`src/rtl/axis_pkt_s_pkg.sv`:
```
// ---------------------------------------------------------------------------
// axis_pkg
// Shared definitions for the axis_pkt_s packet receiver:
//   AXIS_DATA_W  - stream payload width
//   rx_state_e   - receive state machine states
//   axis_beat_t  - one FIFO entry: {last flag, payload}
// ---------------------------------------------------------------------------
package axis_pkg;

   localparam int AXIS_DATA_W = 32;

   typedef enum logic [1:0] {
      IDLE   = 2'd0,
      IN_PKT = 2'd1,
      DROP   = 2'd2
   } rx_state_e;

   typedef struct packed {
      logic                   last;
      logic [AXIS_DATA_W-1:0] data;
   } axis_beat_t;

endpackage

```
`src/rtl/axis_pkt_s_if.sv`:
```
// ---------------------------------------------------------------------------
// axis_pkt_s_if
// AXI4-Stream beat channel between an upstream stream master and axis_pkt_s.
//   tvalid - beat valid        (master -> slave)
//   tready - slave can accept  (slave  -> master)
//   tdata  - beat payload      (master -> slave)
//   tlast  - final beat flag   (master -> slave)
// ---------------------------------------------------------------------------
interface axis_pkt_s_if;

   logic                            tvalid;
   logic                            tready;
   logic [axis_pkg::AXIS_DATA_W-1:0] tdata;
   logic                            tlast;

   modport master (output tvalid, output tdata, output tlast, input tready);
   modport slave  (input tvalid, input tdata, input tlast, output tready);

endinterface

```
`src/rtl/axis_pkt_s_fifo_fwft.sv`:
```
// ---------------------------------------------------------------------------
// axis_fifo_fwft
// First-word-fall-through FIFO of 2^DEPTH_LOG2 entries of type entry_t.
// The head entry is presented combinationally; it reads as zero when empty.
// Ports:
//   clk, rst_n  - clock, asynchronous active-low reset
//   push        - write wr_entry (ignored when full)
//   wr_entry    - entry to write
//   pop         - advance the head (ignored when empty)
//   rd_entry    - head entry
//   empty       - no entries stored
//   next_full   - occupancy after this edge will equal the depth
// ---------------------------------------------------------------------------
module axis_fifo_fwft
   import axis_pkg::*;
#(
   parameter int  DEPTH_LOG2 = 3,
   parameter type entry_t    = axis_beat_t
) (
   input  logic   clk,
   input  logic   rst_n,
   input  logic   push,
   input  entry_t wr_entry,
   input  logic   pop,
   output entry_t rd_entry,
   output logic   empty,
   output logic   next_full
);

   localparam int DEPTH = 1 << DEPTH_LOG2;
   localparam logic [DEPTH_LOG2:0] FULL_CNT = {1'b1, {DEPTH_LOG2{1'b0}}};

   entry_t                mem [DEPTH];
   logic [DEPTH_LOG2-1:0] wr_ptr_reg;
   logic [DEPTH_LOG2-1:0] rd_ptr_reg;
   logic [DEPTH_LOG2:0]   count_reg;
   logic [DEPTH_LOG2:0]   count_next;
   logic                  full;
   logic                  do_push;
   logic                  do_pop;

   assign full    = (count_reg == FULL_CNT);
   assign empty   = (count_reg == '0);
   assign do_push = push && !full;
   assign do_pop  = pop && !empty;

   always_comb begin
      count_next = count_reg;
      if (do_push && !do_pop) begin
         count_next = count_reg + 1'b1;
      end else if (!do_push && do_pop) begin
         count_next = count_reg - 1'b1;
      end
   end

   assign next_full = (count_next == FULL_CNT);

   // Storage has no reset; the head is masked while empty instead.
   always_ff @(posedge clk) begin
      if (do_push) begin
         mem[wr_ptr_reg] <= wr_entry;
      end
   end

   assign rd_entry = empty ? entry_t'('0) : mem[rd_ptr_reg];

   // Pointers wrap naturally at 2^DEPTH_LOG2.
   always_ff @(posedge clk or negedge rst_n) begin
      if (!rst_n) begin
         wr_ptr_reg <= '0;
         rd_ptr_reg <= '0;
         count_reg  <= '0;
      end else begin
         if (do_push) begin
            wr_ptr_reg <= wr_ptr_reg + 1'b1;
         end
         if (do_pop) begin
            rd_ptr_reg <= rd_ptr_reg + 1'b1;
         end
         count_reg <= count_next;
      end
   end

endmodule

```
`src/rtl/axis_pkt_s.sv`:
```
// ---------------------------------------------------------------------------
// axis_pkt_s
// Buffered AXI4-Stream packet receiver. Accepted beats are queued with their
// tlast flag in a FWFT FIFO and drained through a valid/ready read port. A
// saturating beat counter reports each completed packet's length.
// Ports:
//   aclk, areset_n - clock, asynchronous active-low reset
//   s              - stream slave (tvalid/tready/tdata/tlast)
//   data, last     - FIFO head payload and tlast flag
//   valid, ready   - read port handshake (pop on valid && ready)
//   finish         - one-cycle pulse after a packet-ending beat is accepted
//   pkt_len        - beat count of the last completed packet
//   pkt_count      - completed packets since reset (16-bit, wraps)
//   len_err        - sticky over-length flag (AXIS_PKT_S_LEN_CHECK_EN only)
// Optional feature macro: AXIS_PKT_S_LEN_CHECK_EN truncates packets at
// MAX_BEATS beats and drops the remainder of the packet.
// ---------------------------------------------------------------------------
module axis_pkt_s
   import axis_pkg::*;
#(
   parameter int DEPTH_LOG2 = 3,
   parameter int LEN_W      = 8,
   parameter int MAX_BEATS  = 16
) (
   input  logic                   aclk,
   input  logic                   areset_n,
   axis_pkt_s_if.slave            s,
   output logic [AXIS_DATA_W-1:0] data,
   output logic                   last,
   output logic                   valid,
   input  logic                   ready,
   output logic                   finish,
   output logic [LEN_W-1:0]       pkt_len,
   output logic [15:0]            pkt_count
`ifdef AXIS_PKT_S_LEN_CHECK_EN
   ,
   output logic                   len_err
`endif
);

   localparam logic [1:0] S_IDLE   = IDLE;
   localparam logic [1:0] S_IN_PKT = IN_PKT;

   if (MAX_BEATS < 1 || MAX_BEATS > (1 << LEN_W) - 1) begin : g_bad_max_beats
      $error("MAX_BEATS must lie in 1 .. 2^LEN_W-1");
   end

   logic [1:0]       state_reg, state_next;
   logic [LEN_W-1:0] beat_cnt_reg, beat_cnt_next;
   logic [LEN_W-1:0] cnt_inc;
   logic [LEN_W-1:0] pkt_len_reg, pkt_len_next;
   logic [15:0]      pkt_count_reg, pkt_count_next;
   logic             finish_reg, finish_next;
   logic             tready_reg;
   logic             accept;
   logic             store;
   logic             trunc;
   logic             fifo_empty;
   logic             fifo_next_full;
   axis_beat_t       wr_entry;
   axis_beat_t       rd_entry;

   assign accept  = s.tvalid && tready_reg;
   assign s.tready = tready_reg;

   // Saturating increment: the beat counter never wraps.
   assign cnt_inc = (beat_cnt_reg == '1) ? beat_cnt_reg : beat_cnt_reg + 1'b1;

`ifdef AXIS_PKT_S_LEN_CHECK_EN
   localparam logic [1:0]       S_DROP  = DROP;
   localparam logic [LEN_W-1:0] MAX_LEN = LEN_W'(MAX_BEATS);

   logic             len_err_reg, len_err_next;
   logic [LEN_W-1:0] new_cnt;

   // Beat count including the beat being accepted now.
   assign new_cnt = (state_reg == S_IDLE) ? LEN_W'(1) : cnt_inc;
   // Beats of an over-length packet past the cut are accepted but discarded.
   assign store   = accept && (state_reg != S_DROP);
   assign len_err = len_err_reg;
`else
   assign store   = accept;
`endif

   always_comb begin
      state_next     = state_reg;
      beat_cnt_next  = beat_cnt_reg;
      finish_next    = 1'b0;
      pkt_len_next   = pkt_len_reg;
      pkt_count_next = pkt_count_reg;
      trunc          = 1'b0;
`ifdef AXIS_PKT_S_LEN_CHECK_EN
      len_err_next   = len_err_reg;
`endif
      if (accept) begin
         case (state_reg)
            S_IDLE: begin
               if (s.tlast) begin
                  finish_next    = 1'b1;
                  pkt_len_next   = LEN_W'(1);
                  pkt_count_next = pkt_count_reg + 16'd1;
               end else begin
                  state_next    = S_IN_PKT;
                  beat_cnt_next = LEN_W'(1);
               end
            end
            S_IN_PKT: begin
               if (s.tlast) begin
                  finish_next    = 1'b1;
                  pkt_len_next   = cnt_inc;
                  pkt_count_next = pkt_count_reg + 16'd1;
                  beat_cnt_next  = '0;
                  state_next     = S_IDLE;
               end else begin
                  beat_cnt_next = cnt_inc;
               end
            end
`ifdef AXIS_PKT_S_LEN_CHECK_EN
            S_DROP: begin
               if (s.tlast) begin
                  state_next = S_IDLE;
               end
            end
`endif
            default: state_next = S_IDLE;
         endcase
`ifdef AXIS_PKT_S_LEN_CHECK_EN
         // A non-final beat that reaches the limit closes the packet early:
         // it is stored as the last beat and the rest of the packet is dropped.
         if (state_reg != S_DROP && !s.tlast && new_cnt >= MAX_LEN) begin
            trunc          = 1'b1;
            finish_next    = 1'b1;
            pkt_len_next   = MAX_LEN;
            pkt_count_next = pkt_count_reg + 16'd1;
            beat_cnt_next  = '0;
            len_err_next   = 1'b1;
            state_next     = S_DROP;
         end
`endif
      end
   end

   assign wr_entry = '{last: s.tlast | trunc, data: s.tdata};

   axis_fifo_fwft #(
      .DEPTH_LOG2 (DEPTH_LOG2),
      .entry_t    (axis_beat_t)
   ) u_fifo (
      .clk       (aclk),
      .rst_n     (areset_n),
      .push      (store),
      .wr_entry  (wr_entry),
      .pop       (valid && ready),
      .rd_entry  (rd_entry),
      .empty     (fifo_empty),
      .next_full (fifo_next_full)
   );

   assign valid = !fifo_empty;
   assign data  = rd_entry.data;
   assign last  = rd_entry.last;

   always_ff @(posedge aclk or negedge areset_n) begin
      if (!areset_n) begin
         state_reg     <= S_IDLE;
         beat_cnt_reg  <= '0;
         pkt_len_reg   <= '0;
         pkt_count_reg <= '0;
         finish_reg    <= 1'b0;
         tready_reg    <= 1'b0;
`ifdef AXIS_PKT_S_LEN_CHECK_EN
         len_err_reg   <= 1'b0;
`endif
      end else begin
         state_reg     <= state_next;
         beat_cnt_reg  <= beat_cnt_next;
         pkt_len_reg   <= pkt_len_next;
         pkt_count_reg <= pkt_count_next;
         finish_reg    <= finish_next;
         // Registered from next-cycle occupancy: a pop that frees a full
         // FIFO raises tready one cycle later.
         tready_reg    <= !fifo_next_full;
`ifdef AXIS_PKT_S_LEN_CHECK_EN
         len_err_reg   <= len_err_next;
`endif
      end
   end

   assign finish    = finish_reg;
   assign pkt_len   = pkt_len_reg;
   assign pkt_count = pkt_count_reg;

endmodule

```
`src/flat_wrapper.sv`:
```
// flat-port wrapper written by rule: the top's interface ports become plain ports
module axis_pkt_s_flat import axis_pkg::*;
#(
   parameter int DEPTH_LOG2 = 3,
   parameter int LEN_W      = 8,
   parameter int MAX_BEATS  = 16
)
  (aclk, areset_n, data, last, valid, ready, finish, pkt_len, pkt_count, s_tvalid, s_tdata, s_tlast, s_tready);
  axis_pkt_s_if s_i ();
  input  logic aclk;
  input  logic areset_n;
  output logic [AXIS_DATA_W-1:0] data;
  output logic last;
  output logic valid;
  input  logic ready;
  output logic finish;
  output logic [LEN_W-1:0] pkt_len;
  output logic [15:0] pkt_count;
  input wire logic [$bits(s_i.tvalid)-1:0] s_tvalid;
  input wire logic [$bits(s_i.tdata)-1:0] s_tdata;
  input wire logic [$bits(s_i.tlast)-1:0] s_tlast;
  output wire logic [$bits(s_i.tready)-1:0] s_tready;
  assign s_i.tvalid = s_tvalid;
  assign s_i.tdata = s_tdata;
  assign s_i.tlast = s_tlast;
  assign s_tready = s_i.tready;
  axis_pkt_s #(.DEPTH_LOG2(DEPTH_LOG2), .LEN_W(LEN_W), .MAX_BEATS(MAX_BEATS)) u_core (.aclk(aclk), .areset_n(areset_n), .s(s_i), .data(data), .last(last), .valid(valid), .ready(ready), .finish(finish), .pkt_len(pkt_len), .pkt_count(pkt_count));
endmodule
```
`config.mk`:
```
export PLATFORM = sky130hd
export DESIGN_NAME = axis_pkt_s_flat
export DESIGN_NICKNAME = d
export VERILOG_FILES = /design/src/rtl/axis_pkt_s_pkg.sv /design/src/rtl/axis_pkt_s_if.sv /design/src/rtl/axis_pkt_s_fifo_fwft.sv /design/src/rtl/axis_pkt_s.sv /design/src/flat_wrapper.sv
export SDC_FILE = /design/constraint.sdc
export NUM_CORES = 1
export LEC_CHECK = 0
export BUFFER_PORTS_ARGS = -buffer_cell sky130_fd_sc_hd__buf_2
export CAP_MARGIN = 40
export CELL_PAD_IN_SITES_DETAIL_PLACEMENT = 1
export CELL_PAD_IN_SITES_GLOBAL_PLACEMENT = 1
export CORE_AREA = 2 2 218 199
export DETAILED_ROUTE_END_ITERATION = 12
export DIE_AREA = 0 0 220 201
export PLACE_DENSITY_LB_ADDON = 0.15
export SYNTH_ARGS = -nofsm -noshare
export SYNTH_HDL_FRONTEND = slang
export SYNTH_HIERARCHICAL = 1
export SYNTH_SLANG_ARGS = --single-unit
```
`constraint.sdc`:
```
create_clock -name aclk -period 6.6 [get_ports aclk]
set_clock_uncertainty 0.05 [all_clocks]
set_input_delay 1.32 -clock aclk [delete_from_list [all_inputs] [get_ports aclk]]
set_output_delay 1.32 -clock aclk [all_outputs]
set_load 0.02 [all_outputs]
```
---- After elaboration in Yosys (flattened, before gate mapping) ----
Memory sizes are Yosys's and may differ from the RTL's.
Index checks and enable logic that the tools add are counted.
word-level totals
  bits in registers ....................... 46
  memory bits (writable) .................. 264
  input port bits ......................... 37
  output and inout bits ................... 60
  memories ................................ 1
memories
  memory             depth  width  read ports  clocked after Yosys merged registers in  write ports  line                        RTL
  u_core.u_fifo.mem  8      33     1           0                                        1            axis_pkt_s_fifo_fwft.sv:33  entry_t mem [DEPTH];
cells by class
  $add $sub $neg .......................... 6
  eq/ne operators ......................... 7
  mux-type cells .......................... 18
  reductions and logical operators ........ 19
operators by type and width
  kind                                                                count
  8-bit 2-to-1 mux                                                    5
  33-bit 2-to-1 mux                                                   1
  8-bit case mux with 2 select lines                                  2
  16-bit by 1-bit adder with 16-bit output, second input constant     1
  3-bit AND reduction                                                 3
  8-bit by 1-bit adder with 8-bit output, second input constant       1
  4-bit == test, second input constant                                2
  8-bit == test, second input constant                                1
  4-bit 2-to-1 mux                                                    2
  3-bit by 1-bit adder with 3-bit output, second input constant       2
  1-bit logical AND                                                   6
  2-bit inequality test, second input constant                        3
  1-bit zero test                                                     5
  1-bit 2-to-1 mux                                                    5
  4-bit by 1-bit adder with 4-bit output, second input constant       1
  4-bit zero test                                                     1
  2-bit 2-to-1 mux                                                    2
  2-bit case mux with 2 select lines                                  1
  4-bit AND reduction                                                 1
  4-bit by 1-bit subtractor with 4-bit output, second input constant  1
  2-bit by 1-bit == test with 1-bit output, second input constant     1
  2-bit zero test                                                     1
  2-bit nonzero test                                                  1
  2-bit OR reduction                                                  1

---- Depth between registers and ports, before layout ----
Gate-level depths: netlist of run 1.
  word-level depth ........................ 9
  gate-level depth with buffers ........... 13
  gate-level depth less buffers ........... 12

---- By module ----
Netlist of run 1, hierarchy kept.
modules (own cells, without submodules)
  module          times used  cells an instance  area each (sq um)
  axis_fifo_fwft  1           496                10725.3
  axis_pkt_s      1           169                1749.2

---- Least setup slack after synthesis of run 1 ----
OpenSTA, ideal clock, no wires.
  kind .................................... input -> register
  from .................................... input s_tvalid
  to ...................................... memory u_core/u_fifo/mem[0][0] (netlist bit), enable pin
  setup time .............................. 506 ps
  arrival ................................. 5007 ps
  required time ........................... 6044 ps
  path slack .............................. 1037 ps
  cell stages on the path ................. 5
  path buffers ............................ 1
  path through ............................ nand2_2 inv_1 buf_2 o21ai_2 nor4_1
between the ends
  longest elaborated chain between the ends .. 4
ends and longest elaborated chain
  what                                    line                        RTL
  from (decl)                             flat_wrapper.sv:19          input wire logic [$bits(s_i.tvalid)-1:0] s_tvalid;
  1-bit logical AND                       axis_pkt_s.sv:63            assign accept = s.tvalid && tready_reg;
  via u_core.accept                       axis_pkt_s.sv:55            logic accept;
  1-bit logical AND                       axis_pkt_s_fifo_fwft.sv:44  assign do_push = push && !full;
  1-bit 2-to-1 mux                        axis_pkt_s_fifo_fwft.sv:60  if (do_push) begin
  1-bit 2-to-1 mux (not written as such)  axis_pkt_s_fifo_fwft.sv:61  mem[wr_ptr_reg] <= wr_entry;
  to (decl)                               axis_pkt_s_fifo_fwft.sv:33
The timed path passes the listed nets, and every way through them passes these cells.

---- Final worst setup path of run 1 ----
  from .................................... register u_core.u_fifo.rd_ptr_reg[0]
  to ...................................... output data[5]
between the ends
  longest elaborated chain between the ends .. 2
ends and longest elaborated chain
  what                    line                        RTL
  from (decl)             axis_pkt_s_fifo_fwft.sv:35  logic [DEPTH_LOG2-1:0] rd_ptr_reg;
  from (signal assigned)  axis_pkt_s_fifo_fwft.sv:78  rd_ptr_reg <= rd_ptr_reg + 1'b1;
  memory read 8 x 33 bit  -
  33-bit 2-to-1 mux       axis_pkt_s_fifo_fwft.sv:65  assign rd_entry = empty ? entry_t'('0) : mem[rd_ptr_reg];
  to (decl)               flat_wrapper.sv:12          output logic [AXIS_DATA_W-1:0] data;
No other way between the ends.

==> results of run 1 <==
==> worst max-delay path: stages (launching register included) <==
cell and delay (ns):
dfrtp_4 0.60, buf_16 0.31, mux4_2 0.55, mux2i_1 0.34, nor2_1 0.07, buf_2 0.17
==> metal layers <==
metal / GRT usage, % / vias up / wire length (µm)
met1: 17.8 / 3438 / 12900
met3: 2.91 / 34 / 1230
li1: - / 2883 / -
met4: 4.24 / 0 / 515
met2: 22.5 / 123 / 14600
met5: 0 / - / 0
==> worst min path at each step <==
stage	startpoint	slack, ns	to
2_1_floorplan	u_core/u_fifo/wr_ptr_reg[2]	0.47	u_core/u_fifo/wr_ptr_reg[2]
3_3_place_gp	u_core/pkt_len[3]	0.40	u_core/pkt_len[3]
3_5_place_dp	u_core/pkt_len[3]	0.41	u_core/pkt_len[3]
4_1_cts	u_core/pkt_len[3]	0.43	u_core/pkt_len[3]
5_1_grt	u_core/pkt_len[3]	0.48	u_core/pkt_len[3]
6_report	u_core/pkt_len[3]	0.44	u_core/pkt_len[3]
==> logic make-up (layout without fill, tap and decap cells) <==
| family | count (synthesis) | count (layout) | share of synthesized area (%) |
|---|---|---|---|
| mux | 105 | 105 | 15.1 |
| other cells | 0 | 3 | 0 |
| buf+inv | 40 | 187 | 1.74 |
| flops | 309 | 309 | 72.6 |
| simple gates | 131 | 131 | 5.40 |
| xor+xnor | 24 | 24 | 1.69 |
| compound gates | 47 | 47 | 2.64 |
| fa+ha+maj | 9 | 9 | 0.903 |
==> placed cells by master, fill, tap and decap left out, types with 5 or more instances in the layout <==
cell type	instances
ha_1	9
nor2_1	51
clkinv_1	5
mux4_2	66
edfxtp_1	264
buf_2	96
inv_1	9
o21ai_1	8
clkbuf_1	7
clkbuf_16	36
a21oi_1	13
nand4_1	6
xnor2_1	18
clkinv_2	6
dfrtp_1	42
nand2_1	31
nand3_1	8
buf_4	12
mux2i_1	37
xor2_1	6
nor3_2	6
==> stage by stage <==
step	cells	area (µm²)	util [%]	hold slack [ns]
2_1_floorplan	665	12500	-	0.467
3_3_place_gp	1298	13600	32.3	0.403
3_5_place_dp	1304	13700	32.6	0.414
4_1_cts	1367	14800	35.2	0.434
5_1_grt	1368	14800	35.2	0.481
6_report	1370	14800	35.2	0.440
==> power groups by stage <==
stage	Clock (µW)	Combinational, µW	Sequential [µW]
3_3_place_gp	0	2020	2830
2_1_floorplan	0	1550	2640
3_5_place_dp	0	2230	2730
5_1_grt	2010	2370	2730
6_report	1880	2170	2690
4_1_cts	1940	2240	2690
==> cell type report <==
class,count,area share (%)
sequential,309,61.1
multi-input combinational,316,21.9
clock buffer,43,6.25
tap,555,4.68
timing repair buffer,113,4.57
clock inverter,20,1.16
inverter,11,0.278
antenna,3,0.0506
==> impl_results.md, run 1 <==
* DIE WIDTH at 220 µm
* Final hold viol count at 0
* Clk_lat worst skew at 0.54 ns
* GPL Wtd Cong at 0.725
* Crit path capture: data[5]
* Nets at 833
* Critical path type: reg -> out
* CTS tree: done
* Switching power at 2290 µW
* Final min period at 3.99 ns
* Overflow after GRT at 0
* RR Endpoint: u_core/u_fifo/mem[7][30]
* Reg area at 9060 µm²
* Max_slew headroom at 56.2%
* Post-synth top area share at 63.6%
* Final wirelength at 29300 µm
* WP data required at 5.23 ns
* TNS Setup at 0 ns
* DR iter-0 viols at 336
* Post-Syn Area at 12500 µm²
* Sequential share of power at 39.9%
* Cts hold-fix bufs at 0
* Min-Delay Path Class: reg -> reg
* Maximum VDD drop at 0.000190 V
* CTS root buf: clkbuf_16
* Worst endpoint data arrival time at 2.62 ns
* Leakage at 0.00521 µW
* Max reg flops at 264
* Setup WS pre-CTS at 2.58 ns
* Global-route wire length before repair at 44900 µm
* Die height at 201 µm
* Vias per cell at 4.73
* Worst-margin pin slew at 0.655 ns
* Setup violators final at 0
* Tot Pwr at 6730 µW
* Area delta synth->final at 18.9%
* Share of post-route cells with drive strength above 1 at 32.6%
* DP Wirelength at 17200 µm
* Input/output buffers at 96
* PD cells at 454 nW/µm²
* Combinational share of power at 32.3%
* Final Max Slew Viols at 0
* Clk pwr share at 27.9%
* Drt drc at 0
* Post-synth cell types at 59
* Fillers at 4284
* Syn Nets at 711
* Yosys reg bits at 309
* H-Tree Depth at 2
* Switching Fraction at 34.0%
* Ys Warns at 6
* R2R depth at 7
* Largest net degree at the start of global routing at 37
* Most instantiated cells after synthesis: 264 x edfxtp_1, 66 x mux4_2, 54 x nor2_1, 45 x dfrtp_1, 37 x mux2i_1
* CP endpoint kind: primary output
* Worst Hold Depth at 2
* Power Internal at 4450 µW
* Antenna-violating nets left at 0
* Worst setup margin at 2.61 ns
* CTS buffer count at 36
* Area leader, netlist: edfxtp_1
* Synthesized area per cell at 18.8 µm²
* Clk sinks at 309
* Die Footprint at 44200 µm²
* Predominant post-synthesis flop cell: edfxtp_1
* Reg-to-reg slack, setup at 3.62 ns
* Count leader, synth: edfxtp_1
* RSZ-0062 raised after global routing: false
* Starting Density at 29.6%
* Via count at 6478
* Crit path from: u_core/u_fifo/rd_ptr_reg[0]
* Area of the multi-input gates at 3250 µm²
* Top-Level Pins at 97
* CP Max Fanout at 36
* Post_cts resized at 0
* Clock Path Buffers at 3
* Postcts setup bufs at 0
* F_max at 251 MHz
* Vias in the first global route at 7251
* Post-synthesis sequential area ratio at 72.6%
* Post-synth EDFFs at 264
* Total GRT Usage at 13.6%
* Initial antenna violation count at 3
* RR Startpoint: u_core/u_fifo/count_reg[0]
* Gate Count Post-Synth at 665
* CP Launch Type: flip-flop
* MaxCap Viol Count at 0
* Tcrit/Tclk final at 60.4%
* WL/cell at 21.4 µm
* Async SR Flop Fraction at 14.6%
* Row cnt at 72
* Outcome: completed
* Clock transition at path regs at 0.06 ns
* Area contributors post-synth: edfxtp_1 64%, mux4_2 12%, dfrtp_1 9.0%
* CORE AREA at 42200 µm²
* Pre-Repair DR Iteration Count at 4
(Power assumes the default switching activity.)
==> run 2, diff against run 1 <==
--- a/config.mk
+++ b/config.mk
@@ -5,13 +5,14 @@
 export SDC_FILE = /design/constraint.sdc
 export NUM_CORES = 1
 export LEC_CHECK = 0
+export ABC_AREA = 1
 export BUFFER_PORTS_ARGS = -buffer_cell sky130_fd_sc_hd__buf_2
 export CAP_MARGIN = 40
 export CELL_PAD_IN_SITES_DETAIL_PLACEMENT = 1
 export CELL_PAD_IN_SITES_GLOBAL_PLACEMENT = 1
-export CORE_AREA = 2 2 218 199
+export CORE_AREA = 2 2 222 202
 export DETAILED_ROUTE_END_ITERATION = 12
-export DIE_AREA = 0 0 220 201
+export DIE_AREA = 0 0 224 204
 export PLACE_DENSITY_LB_ADDON = 0.15
 export SYNTH_ARGS = -nofsm -noshare
 export SYNTH_HDL_FRONTEND = slang
==> constraint.sdc (replaced) <==
create_clock -name aclk -period 3.2 [get_ports aclk]
set_clock_uncertainty 0.05 [all_clocks]
set_input_delay 0.64 -clock aclk [delete_from_list [all_inputs] [get_ports aclk]]
set_output_delay 0.64 -clock aclk [all_outputs]
set_load 0.02 [all_outputs]
==> run 2 against run 1 <==
Synthesized area rose by 2.9%. Sequential power is 99% higher. Cell count is 34% higher. Critical path type unchanged. Routed wire length rose by 14%. Die area increased by 3.3%. Highest routed layer is now met5. Critical endpoint is now data[21].
==> impl_results.md, run 2 <==
* Final min period at 3.04 ns
* PD cells at 953 nW/µm²
* Total GRT Usage at 14.7%
* Critical path type: reg -> out
* Predominant post-synthesis flop cell: edfxtp_1
* DR iter-0 viols at 342
* DP Wirelength at 20300 µm
* Maximum VDD drop at 0.000352 V
* Synth Area in XOR/XNOR at 1.01%
* Largest net degree at the start of global routing at 74
* Cell family with most CP delay: buffers and inverters
* Post-synth top area share at 61.8%
* Slowest-stage cell, CP: dfrtp_4
* Simple-Gate Fraction of Synth Area at 13.9%
* RR Startpoint: u_core/u_fifo/count_reg[0]
* WP buf/inv at 3
* Most frequent cells in the layout: 264 x edfxtp_1, 259 x nor2_1, 196 x o21ai_0
* Reg-to-reg slack, setup at 0.65 ns
* Initial antenna violation count at 3
* Yosys reg bits at 309
* H-Tree Depth at 2
* CP Launch Type: flip-flop
* MaxCap Viol Count at 0
* Sequential share of power at 36.2%
* Most instantiated cells after synthesis: 267 x nor2_1, 264 x edfxtp_1, 196 x o21ai_0, 115 x nand2_1, 45 x dfrtp_1
* CTS root buf: clkbuf_16
* Gate Count Post-Synth at 1121
* Leakage at 0.00572 µW
* Share of post-route cells with drive strength above 1 at 17.5%
* Pre-Repair DR Iteration Count at 4
* Worst-margin pin slew at 0.607 ns
* Post-synth EDFFs at 264
* Top-Level Pins at 97
* Die height at 204 µm
* Async SR Flop Fraction at 14.6%
* Worst setup margin at 0.157 ns
* Final hold viol count at 0
* Antenna-violating nets left at 0
* Clk pwr share at 28.7%
* Combinational share of power at 35.1%
* Row cnt at 73
* Via count at 8552
* Clock Path Buffers at 3
* Area contributors post-synth: edfxtp_1 62%, dfrtp_1 8.8%, nor2_1 7.8%
* Critical-path cell list: inv_6 -> buf_4 -> nor2_1 -> o21ai_0 -> o21ai_0 -> a31oi_1 -> buf_2
* CTS buffer count at 37
* Reg area at 9060 µm²
* Postcts setup bufs at 0
* Synthesized area per cell at 11.4 µm²
* Compound-cell area share of the yosys netlist at 10.0%
* WL/cell at 18.2 µm
* Power Internal at 9300 µW
* Vias per cell at 4.68
* Die Footprint at 45700 µm²
* GPL Wtd Cong at 0.710
* Min-Delay Path Class: in -> async
* DIE WIDTH at 224 µm
* WP data required at 2.51 ns
* Post-synthesis sequential area ratio at 70.6%
* Syn Nets at 1167
* Overflow after GRT at 0
* Most common cell type on the critical path: o21ai_0
* Area of the multi-input gates at 3390 µm²
* TNS Setup at 0 ns
* Setup violators final at 0
* Clk sinks at 309
* Global-route wire length before repair at 52200 µm
* Post-Syn Area at 12800 µm²
* F_max at 329 MHz
* CTS tree: done
* Clk_lat worst skew at 0.52 ns
* Ys Warns at 6
* Post-synthesis adder-cell area fraction at 0.878%
* Clock transition at path regs at 0.06 ns
* Starting Density at 29.5%
* Nets at 1283
* R2R depth at 8
* Drt drc at 0
* Post-synth cell types at 33
* Final wirelength at 33200 µm
* Count leader, synth: nor2_1
* Leading cell type in the layout, fill and taps excluded: edfxtp_1
* Input/output buffers at 96
* Max reg flops at 264
* Switching Fraction at 37.2%
* Vias in the first global route at 9111
* Largest family of logic cells by synthesized area: simple AND/OR/NAND/NOR gates
* Tcrit/Tclk final at 95.1%
* RR Endpoint: u_core/u_fifo/mem[1][27]
* CORE AREA at 43600 µm²
* Max_slew headroom at 59.6%
* Worst endpoint data arrival time at 2.35 ns
* Area delta synth->final at 21.1%
* Design area at 15500 µm²
* Switching power at 5510 µW
* Outcome: completed
* Area leader, netlist: edfxtp_1
* Proportion of synthesized area in mux cells at 0%
* RSZ-0062 raised after global routing: false
* DP Area at 14300 µm²
* Final Max Slew Viols at 0
* CP peak stage delay at 0.52 ns
* CP endpoint kind: primary output
* Setup WS pre-CTS at 0.337 ns
* CP Max Fanout at 21
* Final core occ at 35.7%
* Fillers at 4724
## run 2: changes by cell type after synthesis, sizes merged, moves of 5 or more
cell,change
a31oi,+30
mux2i,-37
a21oi,-13
xnor2,-14
nand3,+16
o21ai,+199
mux4,-66
clkbuf,+16
nand2,+91
inv,+37
nand2b,-5
nor2,+220
buf,+10
## run 2: area by class of cell
type / count / area share, %
Timing Repair Buffer: 132 / 6.12
Tap cell: 562 / 4.52
Clock buffer: 47 / 6.46
Clock inverter: 20 / 1.48
Multi-Input combinational cell: 708 / 21.8
Antenna cell: 2 / 0.0322
Sequential cell: 309 / 58.3
Inverter: 49 / 1.25
## run 2: worst max path at each step
stage | startpoint | endpoint | slack (ns) | depth (start not counted)
global placement | u_core/u_fifo/count_reg[0] | data[15] | 0.31 | 6
global route | u_core/u_fifo/rd_ptr_reg[0] | data[21] | 0.01 | 7
CTS | u_core/u_fifo/count_reg[0] | data[28] | 0.02 | 7
detailed placement | u_core/u_fifo/count_reg[0] | data[28] | 0.34 | 7
finish | u_core/u_fifo/rd_ptr_reg[0] | data[21] | 0.16 | 7
floorplan | s_tvalid | u_core/u_fifo/mem[0][0] | 0.06 | 5
## run 2: power groups by stage
stage / Sequential (µW) / Clock [µW] / Combinational (µW)
4_1_cts: 5370 / 4410 / 5280
3_5_place_dp: 5440 / 0 / 5240
2_1_floorplan: 5360 / 0 / 3290
6_report: 5360 / 4260 / 5190
3_3_place_gp: 5430 / 0 / 5200
5_1_grt: 5430 / 4550 / 5840
## run 2: cells by family (layout without fill, tap and decap cells)
| logic type | after synthesis | in the layout |
|---|---|---|
| AOI/OAI and AO/OA | 246 | 246 |
| adders and majority gates | 9 | 9 |
| DFF | 309 | 309 |
| xor gates and xnor gates | 14 | 14 |
| other | 0 | 2 |
| and+or+nand+nor | 439 | 439 |
| buffers and inverters | 104 | 248 |
## run 2: worst register-to-register path, stage by stage, from the launching register on
cell and delay, ns:
dfrtp_1 0.39, inv_1 0.10, ha_1 0.34, nand3_2 0.15, nand2_4 0.10, inv_6 0.10, nand2_1 0.23, nor2_4 0.55
buf_12 0.24
## run 2: timing repair
item / CTS / global route
endpoints found under the setup margin: 29 / 13
resized for setup: 1 / 3
hold buffers: 0 / 0
gates cloned: 0 / 1
## run 2: metrics by stage
step | cells | hold WS, ns | power [µW]
floorplan | 1121 | 0.294 | 8650
global placement | 1759 | 0.416 | 10600
detailed placement | 1759 | 0.414 | 10700
CTS | 1826 | 0.0687 | 15100
global route | 1827 | 0.115 | 15800
finish | 1829 | 0.0698 | 14800
## run 2: layer usage
metal | part of all wire, % | vias to the layer above | wire length (µm) | GRT usage [%]
li1 | - | 4153 | - | -
met1 | 46 | 4247 | 15400 | 19.0
met2 | 48 | 109 | 15900 | 25.4
met3 | 4.1 | 41 | 1370 | 3.12
met4 | 1.7 | 2 | 564 | 3.33
met5 | 0.042 | - | 14 | 0
